### src/rtl/serial_add_ctrl.sv
// serial_add_ctrl: bit-serial adder, LSB first, one full adder,
// IDLE -> RUN (WIDTH edges) -> DONE (one-cycle done pulse) -> IDLE.

module full_adder (
  input  logic a_in,
  input  logic b_in,
  input  logic c_in,
  output logic sum,
  output logic carry
);

  assign sum   = a_in ^ b_in ^ c_in;
  assign carry = (a_in & b_in) | (c_in & (a_in ^ b_in));

endmodule

module serial_add_ctrl #(
  parameter int WIDTH = 8
) (
  input  logic             clk_in,
  input  logic             rst_n_in,
  input  logic             start_in,
  input  logic [WIDTH-1:0] a_in,
  input  logic [WIDTH-1:0] b_in,
  input  logic             c_in,
  output logic             busy,
  output logic             done,
  output logic [WIDTH-1:0] sum_out,
  output logic             carry_out
);

  localparam int CW = $clog2(WIDTH) + 1;

  typedef enum logic [1:0] {
    IDLE,
    RUN,
    DONE
  } state_t;

  state_t state;
  state_t state_nxt;

  logic [WIDTH-1:0] a_sr;
  logic [WIDTH-1:0] b_sr;
  logic [WIDTH-2:0] r_sr;
  logic [WIDTH-1:0] r_cat;
  logic [CW-1:0]    cnt;
  logic             cy;
  logic             fa_s;
  logic             fa_c;
  logic             last;
  logic             accept;

  full_adder u_fa (
    .a_in  (a_sr[0]),
    .b_in  (b_sr[0]),
    .c_in  (cy),
    .sum   (fa_s),
    .carry (fa_c)
  );

  assign last   = (cnt == CW'(WIDTH - 1));
  assign accept = (state == IDLE) && start_in;
  // New sum bit enters at the MSB; after WIDTH shifts bit 0 is the LSB.
  assign r_cat  = {fa_s, r_sr};

  always_ff @(posedge clk_in or negedge rst_n_in) begin
    if (!rst_n_in) begin
      state <= IDLE;
    end else begin
      state <= state_nxt;
    end
  end

  always_comb begin
    state_nxt = state;
    unique case (state)
      IDLE: if (start_in) state_nxt = RUN;
      RUN:  if (last) state_nxt = DONE;
      DONE: state_nxt = IDLE;
      default: state_nxt = IDLE;
    endcase
  end

  always_ff @(posedge clk_in or negedge rst_n_in) begin
    if (!rst_n_in) begin
      a_sr      <= '0;
      b_sr      <= '0;
      r_sr      <= '0;
      cnt       <= '0;
      cy        <= 1'b0;
      sum_out   <= '0;
      carry_out <= 1'b0;
    end else if (accept) begin
      a_sr <= a_in;
      b_sr <= b_in;
      r_sr <= '0;
      cnt  <= '0;
      cy   <= c_in;
    end else if (state == RUN) begin
      a_sr <= a_sr >> 1;
      b_sr <= b_sr >> 1;
      r_sr <= r_cat[WIDTH-1:1];
      cnt  <= cnt + CW'(1);
      cy   <= fa_c;
      if (last) begin
        sum_out   <= r_cat;
        carry_out <= fa_c;
      end
    end
  end

  assign busy = (state != IDLE);
  assign done = (state == DONE);

endmodule

### config.mk
export PLATFORM = sky130hd
export DESIGN_NAME = serial_add_ctrl
export DESIGN_NICKNAME = d
export VERILOG_FILES = /design/src/rtl/serial_add_ctrl.sv
export SDC_FILE = /design/constraint.sdc
export NUM_CORES = 1
export LEC_CHECK = 0
export CORE_AREA = 3 3 60 73
export CTS_CLUSTER_DIAMETER = 200
export CTS_CLUSTER_SIZE = 20
export DETAILED_ROUTE_END_ITERATION = 6
export DIE_AREA = 0 0 63 76
export PLACE_DENSITY = 0.72
export REMOVE_ABC_BUFFERS = 1
export SYNTH_ARGS = -nofsm -noshare
export SYNTH_HDL_FRONTEND = slang
export SYNTH_SLANG_ARGS = --single-unit
### constraint.sdc
create_clock -name clk_in -period 1.3 [get_ports clk_in]
set_input_delay 0.13 -clock clk_in [delete_from_list [all_inputs] [get_ports clk_in]]
set_output_delay 0.13 -clock clk_in [all_outputs]
set_load 0.02 [all_outputs]
== After elaboration in Yosys (flattened, before gate mapping) ==
Index checks and enable logic that the tools add are counted.
Cells by class
  add/sub/neg operators: 1
  equality and inequality tests: 5
  mux-type cells: 13
  bitwise operators: 6
  reductions and logical operators: 6
Operators with widths (count)
  2-to-1 mux 8 bit: 4
  2-to-1 mux 7 bit: 2
  2-to-1 mux 4 bit: 2
  adder 4 x 1 -> 4 bit (second input constant): 1
  equality test 4 x 3 -> 1 bit (second input constant): 1
  2-to-1 mux 2 bit: 2
  inequality test 2 bit (second input constant): 2
  one-hot mux 2 bit (2 select lines): 1
  nonzero test 2 bit: 2
  AND reduction 3 bit: 1
  AND 1 bit: 2
  equality test 2 x 1 -> 1 bit (second input constant): 1
  equality test 2 bit (second input constant): 1
  zero test 2 bit: 1
  2-to-1 mux 1 bit: 2
  AND reduction 2 bit: 1
  XOR 1 bit: 2
  logical AND 1 bit: 1
  inverter 1 bit: 1
  bitwise OR 1 bit: 1
Storage, ports and cells
  flip-flop bits (word level): 39
  input port bits: 20
  output and inout bits: 11
  logic and storage cells: 39

== Logic depth before layout (Yosys ltp) ==
Gate-level depths: netlist of run 1.
  depth in word-level cells: 5
  mapped depth: 5
  mapped depth without buffers: 4

== Cells and area by module ==
A second synthesis of run 1 with hierarchy kept.
Second synthesis, totals
  cells, all modules: 166
  area total of the unflattened synthesis: 1679.1 um^2
Modules (own cells, without submodules)
  serial_add_ctrl: instances 1, cells an instance 165, area an instance 1659.1 um^2, sequential area each 975.9 um^2
  full_adder: instances 1, cells an instance 1, area an instance 20.0 um^2, sequential area each 0.0 um^2

== Worst setup path after synthesis of run 1 ==
No wires, ideal clock.
  path kind: register to register
  from: register cnt[0]
  to: register carry_out
  setup time: 0.125 ns
  arrival: 1.289 ns
  data required time: 1.175 ns
  path slack: -0.114 ns
  stages on the path, launching flop included: 5
  buffers on the path: 0
  period minus slack after synthesis: 1.414 ns
  cell sequence: dfrtp_1 -> ha_1 -> nand2_1 -> nor3_4 -> mux2_2
On the way
  longest elaborated chain between the ends: 2
Ends and longest elaborated chain
  start, declared: RTL line 47  | logic [CW-1:0] cnt;
  start signal, assigned: RTL line 104  | cnt <= cnt + CW'(1);
  equality test 4 x 3 -> 1 bit: RTL line 62  | assign last = (cnt == CW'(WIDTH - 1));
  AND reduction 3 bit (no source line)
  end signal, assigned: RTL line 93  | carry_out <= 1'b0;
  end signal, assigned: RTL line 108  | carry_out <= fa_c;
  end, declared: RTL line 29  | output logic carry_out
No other way between the ends.
A chain may end at the register's enable or synchronous reset.

== Worst setup path in the final report of run 1 ==
  from: register state[0]
  to: register a_sr[3]
On the way
  longest elaborated chain between the ends: 3
  elaborated cells between the ends (all ways): 5
  those cells by class: eq/ne (1); mux (1); reduce/logical (3)
Ends and longest elaborated chain
  start, declared: RTL line 40  | state_t state;
  start signal, assigned: RTL line 71  | state <= state_nxt;
  zero test 2 bit: RTL line 63  | assign accept = (state == IDLE) && start_in;
  logical AND 1 bit: RTL line 63
  2-to-1 mux 8 bit or nonzero test 2 bit (tied branches)
  end signal, assigned: RTL line 95  | a_sr <= a_in;
  end signal, assigned: RTL line 101  | a_sr <= a_sr >> 1;
  end, declared: RTL line 43  | logic [WIDTH-1:0] a_sr;
Parallel ways exist; a longest one is shown, timed or not.

==> results of run 1 <==
==> cells by family after synthesis <==
group | synth area share
compound gates | 0.06855
fa+ha+maj | 0.01937
buf+inv | 0.03130
flops | 0.5812
mux | 0.07228
simple gates | 0.2273
==> cell usage in the layout, fill, tap and decap left out, types with 2 or more instances in the layout <==
| cell | count |
|---|---|
| nor2_2 | 6 |
| mux2_4 | 9 |
| dlygate4sd2_1 | 9 |
| buf_12 | 3 |
| nor2_4 | 5 |
| a22oi_1 | 3 |
| buf_4 | 13 |
| buf_6 | 3 |
| a31oi_2 | 2 |
| clkbuf_16 | 3 |
| buf_16 | 3 |
| clkbuf_8 | 5 |
| clkinv_2 | 3 |
| clkdlybuf4s50_1 | 18 |
| dfrtp_1 | 38 |
| nand2_1 | 46 |
| buf_2 | 2 |
| mux2i_1 | 2 |
| nand2_2 | 4 |
| a31oi_1 | 9 |
| nand3_2 | 14 |
==> metrics by stage <==
stage | TNS, ns | instances | hold slack (ns) | total power (W)
global placement | -4.765 | 250 | 0.06644 | 0.004350
floorplan | -11.07 | 155 | -0.1656 | 0.003442
detailed placement | -6.103 | 250 | 0.07413 | 0.004481
global route | -6.068 | 270 | 0.3088 | 0.006455
finish | -4.565 | 270 | 0.2890 | 0.006097
CTS | -2.686 | 264 | 0.2932 | 0.005549
==> per-layer routing <==
layer	global-route usage	up-vias	routed length (um)
li1	-	659	-
met4	0.05960	0	106
met2	0.2893	50	2330
met5	0	-	0
met3	0.03540	11	206
met1	0.2080	722	1801
==> cell type report <==
class,instances,area (um2)
fill,261,1082
sequential,39,977.2
multi-input combinational,116,857.1
timing repair buffer,55,628.1
clock buffer,5,68.82
tap,52,65.06
clock inverter,3,15.01
==> worst max path at each step <==
| stage | start | end | cells past startpoint |
|---|---|---|---|
| 2_1_floorplan | state[0] | cnt[3] | 3 |
| 4_1_cts | cnt[0] | sum_out[4] | 5 |
| 3_5_place_dp | start_in | cnt[0] | 5 |
| 3_3_place_gp | start_in | cnt[0] | 5 |
| 5_1_grt | state[0] | cnt[1] | 4 |
| 6_report | state[0] | a_sr[3] | 4 |
==> report_power, final <==
part / leakage [nW] / switching [W] / total [W] / internal, W
Sequential: 0.487 / 0.000394 / 0.00218 / 0.00178
Combinational: 0.669 / 0.00159 / 0.00313 / 0.00154
Clock: 0.0477 / 0.000423 / 0.000790 / 0.000367
Total: 1.20 / 0.00241 / 0.00610 / 0.00369
==> timing repair <==
item                       4_1_cts  5_1_grt
gates resized for setup         48       29
hold buffers                     1        0
hold endpoints to repair        16        0
gates cloned                     4        4
pin swaps                        6       13
setup endpoints to repair       47       40
buffers inserted                 1        2
==> flip-flops by register name, summed over array words and instances (netlist names) <==
| signal | flops |
|---|---|
| r_sr | 7 |
| cy | 1 |
| cnt | 4 |
| sum_out | 8 |
| a_sr | 8 |
| carry_out | 1 |
| state | 2 |
| b_sr | 8 |
==> results.ini, run 1 <==
[synthesis]
synth_seq_area_share = 0.5812
synthFlopType = dfrtp_1
yosys.area.top_type = dfrtp_1
syn_area_per_cell_um2 = 10.12
netlist-cell-type-count = 21
synth.top_cell.area_share = 0.5812
synth.most_common_cell = nand2_1
ys_seq_elements = 39
synth_edf_count = 0
synth_area_leaders = dfrtp_1, nand2_1, mux2_2, a31oi_1, nand3_1
synth-async-reset-ratio = 1.000
yosys_warnings = 0
syn_area_um2 = 1679
synth_common_cells = nand2_1, dfrtp_1, nand3_1, a31oi_1, nor2_1
syn_inst = 166

[drt]
routedWlPerCell_um = 16.46
drt-initial-drc-count = 40
drc = 0
via_count = 1442
firstDrtPassIters = 4
viasPerCell = 5.341
drtAntennaViolNets = 0
wl_um = 4444

[clock_tree]
clkTransAtPathRegs_ns = 0.07
clockRootBuffer = clkbuf_8
cts_tree = yes
clock_path_buffers = 2
cts_inserted_buffers = 5
cts.sinks = 39
cts_htree_levels = 2
clkLatencyLatePin_ns = 0.29

[global_route]
track_usage = 0.1687
overflow = 0
grt_pass1_wl_um = 6410
grt_max_degree = 30
grt_pass1_vias = 1337
antenna_found_initial = 0

[timing]
fin_crit_ns = 1.459
rsz0062_at_grt = true
fin_crit_sh = 1.122
slew_viol_final = 0
max-slew-margin-rel = 0.7343
fin_skew_ns = 0.002573
setup-violations-final = 38
final.setup.worst_slack_ns = -0.1592
hold_violations = 0
fmax_mhz = 685.3
worst_pin_slew_ns = 0.3986

[min_path]
hp-class = in -> async

[pwr]
power_density_nw_per_um2 = 2335
peakVddDrop_v = 0.0009424
p_leak_nw = 1.204

[place]
post-dp-hpwl_um = 2347
io_buffers = 30
place_area_um2 = 2122
dp_slack_ns = -0.2134
place.gp.congestion = 0.7804

[outcome]
outcome = complete, but fails checks
violations = setup timing

[critical_path]
path_class = reg -> reg
cp_slowest_cell = or3b_4
cp_data_arrival_time_ns = 1.63
r2r_cells = 4
r2r_end = a_sr[3]
crit_path_end_kind = flop
crit_buf_inv = 1
slowest_delay_ns = 0.55
critPathLaunchType = flop
critPathTopFamily = simple AND/OR/NAND/NOR gates
reg2reg_setup_slack_ns = -0.16
rr_startpoint = state[0]
crit_chain = or3b_4 > clkbuf_16 > nor2_2 > a31oi_1
worst_ep_required_time_ns = 1.47
crit_fanout = 8

[floorplan]
start_util = 0.4546
io_pins = 31
num_rows = 24
die-width_um = 63
dieArea_um2 = 4788
coreArea_um2 = 3694
die_y_um = 76

[final_layout]
finish.utilization = 0.7070
drive_gt1_frac = 0.3853
synthToLayoutAreaGrowth_pct = 55.51
fin_area_um2 = 2611
fin_nets = 239
antenna_cells = 0

[job]
maxCapViolations = 0

Power figures use the tool's default switching activity.
==> run 2: changes to the inputs <==
CORE_AREA = 3 3 55 67   (was 3 3 60 73)
DIE_AREA = 0 0 58 70   (was 0 0 63 76)
DONT_BUFFER_PORTS = 1   (was not set)
PLACE_DENSITY = 0.71   (was 0.72)
==> results.ini, run 2 (same netlist as run 1, synthesis figures left out) <==
[global_route]
grt_pass1_wl_um = 6886
overflow = 0
grt_max_degree = 40
track_usage = 0.2248
grt_pass1_vias = 1448
antenna_found_initial = 0

[floorplan]
start_util = 0.5446
die-width_um = 58
io_pins = 31
dieArea_um2 = 4060
coreArea_um2 = 3083
num_rows = 22
die_y_um = 70

[timing]
fin_crit_ns = 1.441
hold_slack_ns = 0.2205
max-slew-margin-rel = 0.7842
setup-violations-final = 38
fmax_mhz = 693.8
fin_skew_ns = 0.005296
fin_crit_sh = 1.109
rsz0062_at_grt = true
worst_pin_slew_ns = 0.3230
slew_viol_final = 0
final.setup.worst_slack_ns = -0.1413
hold_violations = 0

[clock_tree]
clkTransAtPathRegs_ns = 0.11
cts.sinks = 39
cts_htree_levels = 2
cts_tree = yes
clkLatencyLatePin_ns = 0.34
clock_path_buffers = 2
clockRootBuffer = clkbuf_4
cts_inserted_buffers = 5

[drt]
viasPerCell = 5.838
routedWlPerCell_um = 18.19
via_count = 1407
drtAntennaViolNets = 0
drc = 0
wl_um = 4383
firstDrtPassIters = 4
drt-initial-drc-count = 70

[critical_path]
worst_ep_required_time_ns = 1.57
critPathLaunchType = flop
cp_data_arrival_time_ns = 1.71
crit_path_end_kind = flop
path_class = reg -> reg
crit_fanout = 10
cp_slowest_cell = or3b_4
r2r_end = b_sr[4]
reg2reg_setup_slack_ns = -0.14
r2r_cells = 3
slowest_delay_ns = 0.47
crit_chain = or3b_4 > bufbuf_16 > a31oi_1
rr_startpoint = state[0]

[pwr]
power_density_nw_per_um2 = 2362
p_leak_nw = 1.112
peakVddDrop_v = 0.001806

[final_layout]
top_regs = a_sr (8), b_sr (8), sum_out (8)
fin_nets = 226
final_common_cell = nand2_1
nFillCells = 187
antenna_cells = 0
seq_area_um2 = 975.9
drive_gt1_frac = 0.3610
layout_common_cells = nand2_1, dfrtp_1, dlygate4sd3_1, nand3_2, buf_4
multi_input_area_um2 = 834.6
fin_area_um2 = 2447
synthToLayoutAreaGrowth_pct = 45.75

[min_path]
whs_path_depth = 3
worstHoldEndpoint = cnt[2]
hold_path.startpoint = start_in
hp-class = in -> reg

[place]
io_buffers = 0
post-dp-hpwl_um = 2085
place.gp.congestion = 0.7716
place_area_um2 = 1794

[outcome]
outcome = complete, but fails checks
violations = setup timing

[job]
maxCapViolations = 0

-- run 2: cell types whose count changed in the layout (fill, tap and decap cells not counted), sizes merged --
cell           before  now
clkdlybuf4s50      18    0
buf                24   23
dlygate4sd2         9    0
bufbuf              0    1
clkinv              3    0
dlygate4sd3         1   18
-- run 2: power breakdown --
group | internal (W) | switching [W] | total [W]
sequential | 0.00178 | 0.000572 | 0.00235
combinational | 0.00138 | 0.00135 | 0.00273
clock | 0.000318 | 0.000386 | 0.000705
-- run 2: routing by layer --
metal / part of all wire / GRT usage / up-vias
met3: 0.057 / 0.07394 / 11
met1: 0.38 / 0.2699 / 709
li1: - / - / 636
met2: 0.53 / 0.3693 / 51
met5: 0 / 0 / -
met4: 0.026 / 0.08247 / 0
-- run 2: worst max path at each step --
| stage | from | end | slack [ns] | depth (start not counted) |
|---|---|---|---|---|
| floorplan | state[0] | cnt[3] | -0.48 | 3 |
| global placement | cnt[0] | sum_out[1] | -0.03 | 5 |
| detailed placement | cnt[0] | sum_out[4] | -0.1 | 5 |
| CTS | cnt[0] | sum_out[4] | -0.12 | 5 |
| global route | state[1] | b_sr[4] | -0.19 | 3 |
| finish | state[0] | b_sr[4] | -0.14 | 3 |
-- run 2: stage by stage --
| step | util | instances | total power (W) | setup WS (ns) | setup TNS, ns |
|---|---|---|---|---|---|
| finish | 0.7938 | 241 | 0.005779 | -0.1413 | -3.569 |
| global route | 0.7938 | 241 | 0.006178 | -0.1940 | -5.443 |
| CTS | 0.7561 | 240 | 0.005414 | -0.1187 | -3.150 |
| detailed placement | 0.5820 | 204 | 0.004094 | -0.09963 | -1.431 |
| global placement | 0.5820 | 204 | 0.003979 | -0.03318 | -0.3074 |
| floorplan | - | 155 | 0.003442 | -0.4750 | -11.07 |
-- run 2: final cells by class --
cell class,count,share of cell area
tap,36,0.01840
clock buffer,8,0.02812
timing repair buffer,42,0.2137
multi-input combinational,116,0.3410
sequential,39,0.3988
-- run 2: worst max-delay path: cells and delay by family, from the launching register on --
| kind | cells | cell delay (ns) |
|---|---|---|
| AOI/OAI and AO/OA | 1 | 0.16 |
| buffers and inverters | 1 | 0.31 |
| DFF | 1 | 0.41 |
| and+or+nand+nor | 1 | 0.47 |
-- run 2: what timing repair did --
item | CTS | global route
pin swaps | 13 | 2
gates cloned | 5 | 0
hold buffers | 19 | 0
setup buffers | 4 | 2
setup endpoints to repair | 38 | 40
gates resized for setup | 24 | 21
hold endpoints to repair | 56 | 0
